==> src/rtl/scan_select_seq_pkg.sv <==
// Shared definitions for the decoder scan sequencer.
//   state_t     : FSM state encoding (IDLE/ACTIVE/BLANK)
//   next_t      : result of the next-channel search (found, wrap, idx)
//   next_chan() : round-robin search for the next unmasked channel
//   first_chan(): lowest unmasked channel, used when starting from IDLE
package scan_select_seq_pkg;

    typedef enum logic [1:0] {
        ST_IDLE   = 2'd0,
        ST_ACTIVE = 2'd1,
        ST_BLANK  = 2'd2
    } state_t;

    typedef struct packed {
        logic       found;
        logic       wrap;
        logic [1:0] idx;
    } next_t;

    // Scan idx+1 .. idx+4 (mod 4). The last candidate is idx itself, so a
    // single unmasked channel is reselected. wrap flags a new idx <= old idx.
    function automatic next_t next_chan(input logic [1:0] idx, input logic [3:0] mask);
        next_t      r;
        logic [1:0] c;
        r = '0;
        for (int k = 1; k <= 4; k++) begin
            c = idx + 2'(k);
            if (!r.found && !mask[c]) begin
                r.found = 1'b1;
                r.idx   = c;
                r.wrap  = (c <= idx);
            end
        end
        return r;
    endfunction

    function automatic logic [1:0] first_chan(input logic [3:0] mask);
        logic [1:0] r;
        r = 2'd0;
        for (int k = 3; k >= 0; k--) begin
            if (!mask[k]) r = 2'(k);
        end
        return r;
    endfunction

endpackage

==> src/rtl/scan_select_seq_if.sv <==
// Bus between a scan controller and the sequencer.
//   en, dwell, skip_mask        : control from master
//   A, B, E, busy, sweep_done   : registered outputs from the sequencer
interface scan_select_seq_if #(parameter int DWELL_W = 8);
    logic               en;
    logic [DWELL_W-1:0] dwell;
    logic [3:0]         skip_mask;
    logic               A;
    logic               B;
    logic               E;
    logic               busy;
    logic               sweep_done;

    modport master (output en, dwell, skip_mask,
                    input  A, B, E, busy, sweep_done);
    modport slave  (input  en, dwell, skip_mask,
                    output A, B, E, busy, sweep_done);
endinterface

==> src/rtl/scan_dwell_ctr.sv <==
// Loadable down-counter with terminal-count flag.
//   clk, rst : clock, async active-high reset (count -> 0)
//   load     : load load_val (has priority over dec)
//   dec      : decrement, saturating at 0
//   tc       : count == 1, i.e. the last cycle of the interval
module scan_dwell_ctr #(
    parameter int W = 8
) (
    input  logic         clk,
    input  logic         rst,
    input  logic         load,
    input  logic         dec,
    input  logic [W-1:0] load_val,
    output logic         tc
);
    logic [W-1:0] count;

    always_ff @(posedge clk or posedge rst) begin
        if (rst)
            count <= '0;
        else if (load)
            count <= load_val;
        else if (dec && count != '0)
            count <= count - W'(1);
    end

    assign tc = (count == W'(1));
endmodule

==> src/rtl/scan_select_seq.sv <==
// Round-robin select/enable sequencer for a 2-to-4 decoder.
//   clk, rst : clock, async active-high reset
//   bus      : en/dwell/skip_mask in; A/B (index MSB/LSB), E, busy,
//              sweep_done out -- all outputs registered
// Each channel holds E high for max(dwell,1) cycles, then E low for
// BLANK_CYC cycles. The index moves on the edge that drops E, so the
// decoder never sees A/B change while enabled (unless BLANK_CYC is 0).
module scan_select_seq
    import scan_select_seq_pkg::*;
#(
    parameter int DWELL_W   = 8,
    parameter int BLANK_CYC = 2
) (
    input  logic              clk,
    input  logic              rst,
    scan_select_seq_if.slave  bus
);
    localparam int BW = $clog2(BLANK_CYC + 1);
    localparam int CW = (DWELL_W > BW) ? DWELL_W : BW;

    state_t     state;
    logic [1:0] idx;
    logic       e_q, busy_q, sd_q;

    next_t      nxt;
    logic [1:0] first;
    logic       any_chan;
    logic       dwell_load, blank_load, dwell_tc, blank_tc;
    logic [CW-1:0] dwell_val;

    assign nxt       = next_chan(idx, bus.skip_mask);
    assign first     = first_chan(bus.skip_mask);
    assign any_chan  = ~&bus.skip_mask;
    assign dwell_val = (bus.dwell == '0) ? CW'(1) : CW'(bus.dwell);

    // Counter loads coincide with the FSM transitions into ACTIVE/BLANK.
    always_comb begin
        dwell_load = 1'b0;
        blank_load = 1'b0;
        if (bus.en) begin
            case (state)
                ST_IDLE:   dwell_load = any_chan;
                ST_ACTIVE: if (dwell_tc && nxt.found) begin
                    if (BLANK_CYC == 0) dwell_load = 1'b1;
                    else                blank_load = 1'b1;
                end
                ST_BLANK:  dwell_load = blank_tc;
                default:   ;
            endcase
        end
    end

    scan_dwell_ctr #(.W(CW)) u_dwell (
        .clk      (clk),
        .rst      (rst),
        .load     (dwell_load),
        .dec      (state == ST_ACTIVE),
        .load_val (dwell_val),
        .tc       (dwell_tc)
    );

    scan_dwell_ctr #(.W(CW)) u_blank (
        .clk      (clk),
        .rst      (rst),
        .load     (blank_load),
        .dec      (state == ST_BLANK),
        .load_val (CW'(BLANK_CYC)),
        .tc       (blank_tc)
    );

    always_ff @(posedge clk or posedge rst) begin
        if (rst) begin
            state  <= ST_IDLE;
            idx    <= 2'd0;
            e_q    <= 1'b0;
            busy_q <= 1'b0;
            sd_q   <= 1'b0;
        end else begin
            sd_q <= 1'b0;
            if (!bus.en) begin
                // Abandon whatever channel is in progress.
                state  <= ST_IDLE;
                idx    <= 2'd0;
                e_q    <= 1'b0;
                busy_q <= 1'b0;
            end else begin
                case (state)
                    ST_IDLE: begin
                        if (any_chan) begin
                            // Starting a sweep is not a wrap: no sweep_done.
                            state  <= ST_ACTIVE;
                            idx    <= first;
                            e_q    <= 1'b1;
                            busy_q <= 1'b1;
                        end
                    end
                    ST_ACTIVE: begin
                        if (dwell_tc) begin
                            if (!nxt.found) begin
                                // Every channel masked at advance time.
                                state  <= ST_IDLE;
                                idx    <= 2'd0;
                                e_q    <= 1'b0;
                                busy_q <= 1'b0;
                            end else begin
                                idx  <= nxt.idx;
                                sd_q <= nxt.wrap;
                                if (BLANK_CYC == 0) begin
                                    state <= ST_ACTIVE;
                                end else begin
                                    state <= ST_BLANK;
                                    e_q   <= 1'b0;
                                end
                            end
                        end
                    end
                    ST_BLANK: begin
                        if (blank_tc) begin
                            state <= ST_ACTIVE;
                            e_q   <= 1'b1;
                        end
                    end
                    default: begin
                        state  <= ST_IDLE;
                        idx    <= 2'd0;
                        e_q    <= 1'b0;
                        busy_q <= 1'b0;
                    end
                endcase
            end
        end
    end

    assign bus.A          = idx[1];
    assign bus.B          = idx[0];
    assign bus.E          = e_q;
    assign bus.busy       = busy_q;
    assign bus.sweep_done = sd_q;
endmodule

==> src/flat_wrapper.sv <==
// flat-port wrapper written by rule: the top's interface ports become plain ports
module scan_select_seq_flat import scan_select_seq_pkg::*;
#(
    parameter int DWELL_W   = 8,
    parameter int BLANK_CYC = 2
)
  (clk, rst, bus_en, bus_dwell, bus_skip_mask, bus_A, bus_B, bus_E, bus_busy, bus_sweep_done);
  scan_select_seq_if #(.DWELL_W(DWELL_W)) bus_i ();
  input  logic clk;
  input  logic rst;
  input wire logic [$bits(bus_i.en)-1:0] bus_en;
  input wire logic [$bits(bus_i.dwell)-1:0] bus_dwell;
  input wire logic [$bits(bus_i.skip_mask)-1:0] bus_skip_mask;
  output wire logic [$bits(bus_i.A)-1:0] bus_A;
  output wire logic [$bits(bus_i.B)-1:0] bus_B;
  output wire logic [$bits(bus_i.E)-1:0] bus_E;
  output wire logic [$bits(bus_i.busy)-1:0] bus_busy;
  output wire logic [$bits(bus_i.sweep_done)-1:0] bus_sweep_done;
  assign bus_i.en = bus_en;
  assign bus_i.dwell = bus_dwell;
  assign bus_i.skip_mask = bus_skip_mask;
  assign bus_A = bus_i.A;
  assign bus_B = bus_i.B;
  assign bus_E = bus_i.E;
  assign bus_busy = bus_i.busy;
  assign bus_sweep_done = bus_i.sweep_done;
  scan_select_seq #(.DWELL_W(DWELL_W), .BLANK_CYC(BLANK_CYC)) u_core (.clk(clk), .rst(rst), .bus(bus_i));
endmodule
==> config.mk <==
export PLATFORM = sky130hd
export DESIGN_NAME = scan_select_seq_flat
export DESIGN_NICKNAME = d
export VERILOG_FILES = /design/src/rtl/scan_select_seq_pkg.sv /design/src/rtl/scan_select_seq_if.sv /design/src/rtl/scan_dwell_ctr.sv /design/src/rtl/scan_select_seq.sv /design/src/flat_wrapper.sv
export SDC_FILE = /design/constraint.sdc
export NUM_CORES = 1
export LEC_CHECK = 0
export ABC_AREA = 1
export ABC_CLOCK_PERIOD_IN_PS = 2400
export CAP_MARGIN = 30
export CORE_MARGIN = 2
export CORE_UTILIZATION = 30
export DETAILED_ROUTE_END_ITERATION = 8
export GPL_TIMING_DRIVEN = 0
export HOLD_SLACK_MARGIN = 0.06
export PLACE_DENSITY = 0.5
export SLEW_MARGIN = 20
export SYNTH_ARGS = -nofsm -noshare
export SYNTH_HDL_FRONTEND = slang
export SYNTH_SLANG_ARGS = --single-unit
export TNS_END_PERCENT = 30
==> constraint.sdc <==
create_clock -name clk -period 2.4 [get_ports clk]
set_input_delay 0.36 -clock clk [delete_from_list [all_inputs] [get_ports clk]]
set_output_delay 0.36 -clock clk [all_outputs]
set_load 0.02 [all_outputs]
==> flow_summary_export.csv, run 1 <==
group,metric,value,unit
yosys,synth_cell_types,29,
placement,place_ws,0.515,ns
worst_setup_path,end_kind,"flip-flop",
route,drt_wl_total,3.90,mm
worst_setup_path,cpPeakStageDelay,0.47,ns
global_route,grt_max_degree,23,
worst_setup_path,crit_fanout,6,
worst_setup_path,cp-start-kind,"flip-flop",
clock_network,clkSlewWorstSetupHoldPaths,0.09,ns
finish,drive_gt1_share,14.1,%
timing,max_freq,549,MHz
clock_network,cts_made_buffers,3,
timing,tightest_slew,0.370,ns
worst_setup_path,r2r_cells,12,
clock_network,cts_tree,"yes",
timing,finalSetupTns,0,ns
clock_network,cts_resized,0,
worst_setup_path,path_class,"reg2reg",
yosys,synth_edf_count,0,
yosys,ys_warn_count,0,
worst_setup_path,crit_slowest_cell,"dfrtp_1",
yosys,synthArstFlopShare,100,%
floorplan,num_rows,28,
flow_run,drv_cap,0,
yosys,synth_ff_type,"dfrtp_1",
route,post-route-drc-count,0,
timing,worst_slack,0.578,ns
finish,mostFrequentLayoutCells,"58 x nand2_1, 43 x nand3_1, 27 x inv_1, 22 x dfrtp_1, 18 x clkdlybuf4s50_1",
placement,hpwl,3.09,mm
yosys,synth_seq_area_share,31.0,%
timing,slew_headroom,75.2,%
global_route,grt_pass1_wl,6.78,mm
yosys,syn_area,1770,um2
route,ant_nets,0,
clock_network,hold_buffers,0,
worst_setup_path,required,2.57,ns
floorplan,core_area,5820,um2
clock_network,cts-root-buf,"clkbuf_8",
global_route,overflow,0,
yosys,syn-instance-count,246,
timing,fin_crit,1.82,ns
finish,antenna_cells,0,
finish,area_growth_syn_to_layout,21.0,%
yosys,syn_area_per_cell,7.21,um2
yosys,ys_ff_latch,22,
route,via_per_inst,4.60,
clock_network,ctsHtreeMaxLevel,1,
route,drt_iter0_drc,83,
worst_setup_path,arrival,2.00,ns
timing,finalHoldViolCount,0,
pwr,ir_drop,0.493,mV
worst_setup_path,reg2reg_from,"u_core.idx[1]$_DFFE_PP0P_",
finish,utilization,36.9,%
timing,finalSetupViolations,0,
global_route,grt_antenna_before_repair,0,
outcome,status,"complete, no violations",
floorplan,die_h,80.9,um
timing,rsz0062_at_grt,"false",
global_route,grt_pass1_vias,1521,
floorplan,start_util,30.5,%
placement,io_buffers,18,
worst_setup_path,r2r_end,"u_core.idx[1]$_DFFE_PP0P_",
floorplan,die_w,80.9,um
finish,fin_nets,293,
timing,maxSlewViolCount,0,
route,drt_first_pass_iters,4,
clock_network,post_cts_buffers,0,
worst_setup_path,r2r_slack,0.58,ns
min_path,min_path_type,"in2async",
timing,hold_ws,0.311,ns
pwr,p_leak,0.00106,uW
clock_network,cts.sinks,22,
worst_setup_path,cpMostUsedCell,"nand2_1",
pwr,power,2110,uW
worst_setup_path,path_cells,"inv_1, ha_1, inv_1, nand3_1, nand2_1, inv_1, nand2_1, nand2_1, nand2_1, nand2_1, nand2_1, nand2_1",
timing,min_period_over_period,75.9,%
clock_network,clockBufferDepth,2,
global_route,grt_usage,13.1,%
timing,skew,0.0123,ns
placement,gp_congestion,0.781,
route,routedWlPerCell,11.3,um
route,vias,1581,
finish,final_common_cell,"nand2_1",
yosys,syn-num-nets,269,
finish,fillers,664,
floorplan,ios,20,
floorplan,die_area,6540,um2
pwr,power_density,983,nW/um2
clock_network,clk_latency,0.27,ns
-- kinds of logic (layout without fill, tap and decap cells) --
family | count (synthesis) | after routing | synth area share [%]
and+or+nand+nor | 149 | 149 | 41.2
AOI/OAI and AO/OA | 24 | 24 | 8.67
buffers and inverters | 34 | 57 | 9.03
adders and majority gates | 8 | 8 | 5.64
DFF | 22 | 22 | 31.0
xor gates and xnor gates | 9 | 9 | 4.44
-- worst max path at each step --
stage	start	to	slack [ns]	depth (start not counted)
after floorplan	u_core.idx[0]$_DFFE_PP0P_	u_core.idx[1]$_DFFE_PP0P_	0.65	13
after global placement	bus_skip_mask[3]	u_core.u_blank.count[0]$_DFFE_PP0P_	0.49	9
after detailed placement	bus_skip_mask[3]	u_core.u_blank.count[0]$_DFFE_PP0P_	0.51	9
after CTS	u_core.idx[1]$_DFFE_PP0P_	u_core.idx[1]$_DFFE_PP0P_	0.55	12
after global routing	u_core.idx[1]$_DFFE_PP0P_	u_core.idx[1]$_DFFE_PP0P_	0.38	12
final	u_core.idx[1]$_DFFE_PP0P_	u_core.idx[1]$_DFFE_PP0P_	0.58	12
-- final cells by class --
cell class / instances / area, um2 / share of cell area, %
Tap cell: 75 / 93.8 / 4.37
Timing Repair Buffer: 19 / 208 / 9.67
Clock inverter: 1 / 30.0 / 1.40
Clock buffer: 3 / 41.3 / 1.92
Multi-Input combinational cell: 190 / 1060 / 49.5
Sequential cell: 22 / 551 / 25.6
Buffer: 5 / 46.3 / 2.16
Inverter: 29 / 114 / 5.30
-- cells in the mapped netlist (4+ instances only) --
| cell type | n | share of area [%] |
|---|---|---|
| nand2_1 | 58 | 12 |
| nand3_1 | 43 | 12 |
| inv_1 | 27 | 5.7 |
| dfrtp_1 | 22 | 31 |
| nor2_1 | 17 | 3.6 |
| nand2_2 | 10 | 3.5 |
| ha_1 | 8 | 5.6 |
| o21ai_1 | 7 | 2.0 |
| nor2_4 | 5 | 3.2 |
| o21ai_0 | 5 | 1.4 |
| xor2_1 | 5 | 2.5 |
| nor3_1 | 4 | 1.1 |
| o211ai_1 | 4 | 1.7 |
| xnor2_1 | 4 | 2.0 |
-- report_power, final --
group | internal, uW | switching (uW)
clock | 223 | 133
sequential | 484 | 133
combinational | 451 | 688
total | 1160 | 953
-- flip-flops by register name (all words and copies together) (netlist names) --
signal	cells
u_core.bus.E	1
u_core.bus.busy	1
u_core.bus.sweep_done	1
u_core.idx	2
u_core.state	1
u_core.u_blank.count	8
u_core.u_dwell.count	8
-- worst max-delay path, delay by kind of cell (launching register included) --
kind / cells / cell delay, ns
buf+inv: 3 / 0.33
flops: 1 / 0.47
simple gates: 8 / 0.57
fa+ha+maj: 1 / 0.35
-- per-layer routing --
layer	track usage [%]	share of wire [%]	vias up
li1	-	-	846
met1	17.6	50	709
met2	21.9	47	24
met3	2.78	3.2	2
met4	2.03	0.15	0
met5	0	0	-
-- through the flow --
step / instance area (um2) / instances
after floorplan: 1770 / 246
after global placement: 2050 / 339
after detailed placement: 2050 / 339
after CTS: 2120 / 343
after global routing: 2150 / 344
final: 2150 / 344
(Power assumes the default switching activity.)
==> inputs of run 2 (changes only) <==
Settings changed: ABC_CLOCK_PERIOD_IN_PS 2400 to 1900.
Clock period 2.4 ns to 1.9 ns, I/O delays scaled along.
==> run 2 against run 1 <==
Die area did not move. Combinational power increased by 32%. Clock power is 26% higher. Critical path type unchanged. Critical endpoint unchanged. Largest cell class unchanged.
==> flow_summary_export.csv, run 2 (synthesized netlist as in run 1, its figures left out) <==
group,metric,value,unit
finish,multi_input_area,1080,um2
timing,finalSetupTns,0,ns
timing,tightest_slew,0.370,ns
finish,drive_gt1_share,16.3,%
route,drt_wl_total,3.93,mm
timing,finalSetupViolations,0,
timing,rsz0062_at_grt,"false",
floorplan,ios,20,
finish,reg_top3,"u_core.u_blank.count: 8 flops, u_core.u_dwell.count: 8 flops, u_core.idx: 2 flops",
finish,area_growth_syn_to_layout,22.5,%
placement,gp_congestion,0.781,
worst_setup_path,required,2.07,ns
route,routedWlPerCell,11.4,um
route,ant_nets,0,
timing,min_period_over_period,88.1,%
global_route,grt_antenna_before_repair,0,
global_route,grt_pass1_wl,6.78,mm
worst_setup_path,end_kind,"flip-flop",
clock_network,ctsHtreeMaxLevel,1,
placement,hpwl,3.09,mm
global_route,grt_max_degree,23,
finish,mostFrequentLayoutCells,"56 x nand2_1, 43 x nand3_1, 26 x inv_1, 21 x dfrtp_1, 18 x clkdlybuf4s50_1",
flow_run,drv_cap,0,
global_route,overflow,0,
timing,max_freq,597,MHz
timing,finalHoldViolCount,0,
finish,seq_area,552,um2
timing,fin_crit,1.67,ns
finish,final_area,2170,um2
floorplan,core_area,5820,um2
global_route,grt_usage,13.1,%
floorplan,die_h,80.9,um
global_route,grt_pass1_vias,1521,
finish,antenna_cells,0,
finish,final_common_cell,"nand2_1",
clock_network,cts.sinks,22,
clock_network,cts-root-buf,"clkbuf_8",
timing,skew,0.0126,ns
clock_network,clockBufferDepth,2,
finish,fillers,667,
finish,fin_nets,294,
floorplan,num_rows,28,
pwr,ir_drop,0.625,mV
worst_setup_path,arrival,1.85,ns
finish,stdcell_count,345,
placement,dp.cells,339,
clock_network,clkSlewWorstSetupHoldPaths,0.09,ns
min_path,min_path_type,"in2async",
pwr,p_leak,0.00106,uW
floorplan,die_w,80.9,um
route,post-route-drc-count,0,
floorplan,die_area,6540,um2
outcome,status,"complete, no violations",
placement,placement.cell_area,2050,um2
worst_setup_path,reg2reg_from,"u_core.idx[1]$_DFFE_PP0P_",
clock_network,cts_tree,"yes",
timing,slew_headroom,75.2,%
route,vias,1602,
floorplan,start_util,30.5,%
pwr,power_density,1260,nW/um2
worst_setup_path,crit_fanout,6,
clock_network,hold_buffers,0,
worst_setup_path,path_class,"reg2reg",
route,drt_first_pass_iters,4,
route,drt_iter0_drc,85,
timing,maxSlewViolCount,0,
worst_setup_path,cp-start-kind,"flip-flop",
clock_network,cts_made_buffers,3,
clock_network,clk_latency,0.27,ns
pwr,power,2730,uW
placement,io_buffers,18,
worst_setup_path,cp-startpoint,"u_core.idx[1]$_DFFE_PP0P_",
route,via_per_inst,4.64,
[run 2: cell count changes in the layout (fill, tap and decap cells not counted)]
cell,delta
inv_1,-1
ha_1,-1
nand2_1,-2
inv_2,+1
ha_4,+1
dfrtp_2,+1
nand2_2,+2
dfrtp_1,-1
buf_4,+1
[run 2: repair_timing]
action,in CTS,in global routing
buffers inserted,0,1
hold endpoints to repair,0,0
setup endpoints to repair,0,2
resized for setup,0,5
[run 2: where the power goes]
part	switching [uW]	internal [uW]
registers	167	613
clock network	167	282
logic	894	610
total	1230	1510
[run 2: final timing paths]
check,slack [ns],endpoint,cells after the start
worst max-delay path,0.23,u_core.idx[1]$_DFFE_PP0P_,12
worst min register to register,0.48,u_core.bus.busy$_DFFE_PP0P_,2
worst max register to register,0.23,u_core.idx[1]$_DFFE_PP0P_,12
worst min-delay path,0.24,u_core.u_blank.count[2]$_DFFE_PP0P_,2
max in group asynchronous,1.27,u_core.u_blank.count[4]$_DFFE_PP0P_,3
min in group clk,0.32,u_core.u_dwell.count[4]$_DFFE_PP0P_,3
[run 2: stage by stage]
step | hold WS, ns | util [%] | setup WS [ns]
after floorplan | 0.274 | - | 0.149
after global placement | 0.483 | 35.2 | 0.0600
after detailed placement | 0.470 | 35.2 | 0.0552
after CTS | 0.324 | 36.4 | 0.0496
after global routing | 0.273 | 37.4 | 0.0737
final | 0.236 | 37.4 | 0.226
[run 2: metal layers]
layer	global-route usage [%]	up-vias	routed length [um]
met5	0	-	0
met4	2.03	0	6
met3	2.78	2	160
met2	21.9	32	1850
met1	17.6	720	1920
li1	-	848	-
[run 2: area by class of cell]
type | instances | area share, %
sequential | 22 | 25.4
buffer | 5 | 2.13
clock inverter | 1 | 1.38
timing repair buffer | 20 | 9.90
multi-input combinational | 190 | 49.7
inverter | 29 | 5.24
tap | 75 | 4.32
clock buffer | 3 | 1.90
[run 2: worst max-delay path, cell delays in order (launching register included)]
cell	delay, ns
dfrtp_2	0.46
inv_1	0.19
ha_4	0.25
inv_2	0.07
nand3_1	0.09
nand2_2	0.11
nand3_1	0.10
nand2_1	0.07
inv_1	0.04
nand2_1	0.04
nand2_1	0.04
nand2_1	0.05
nand2_1	0.04
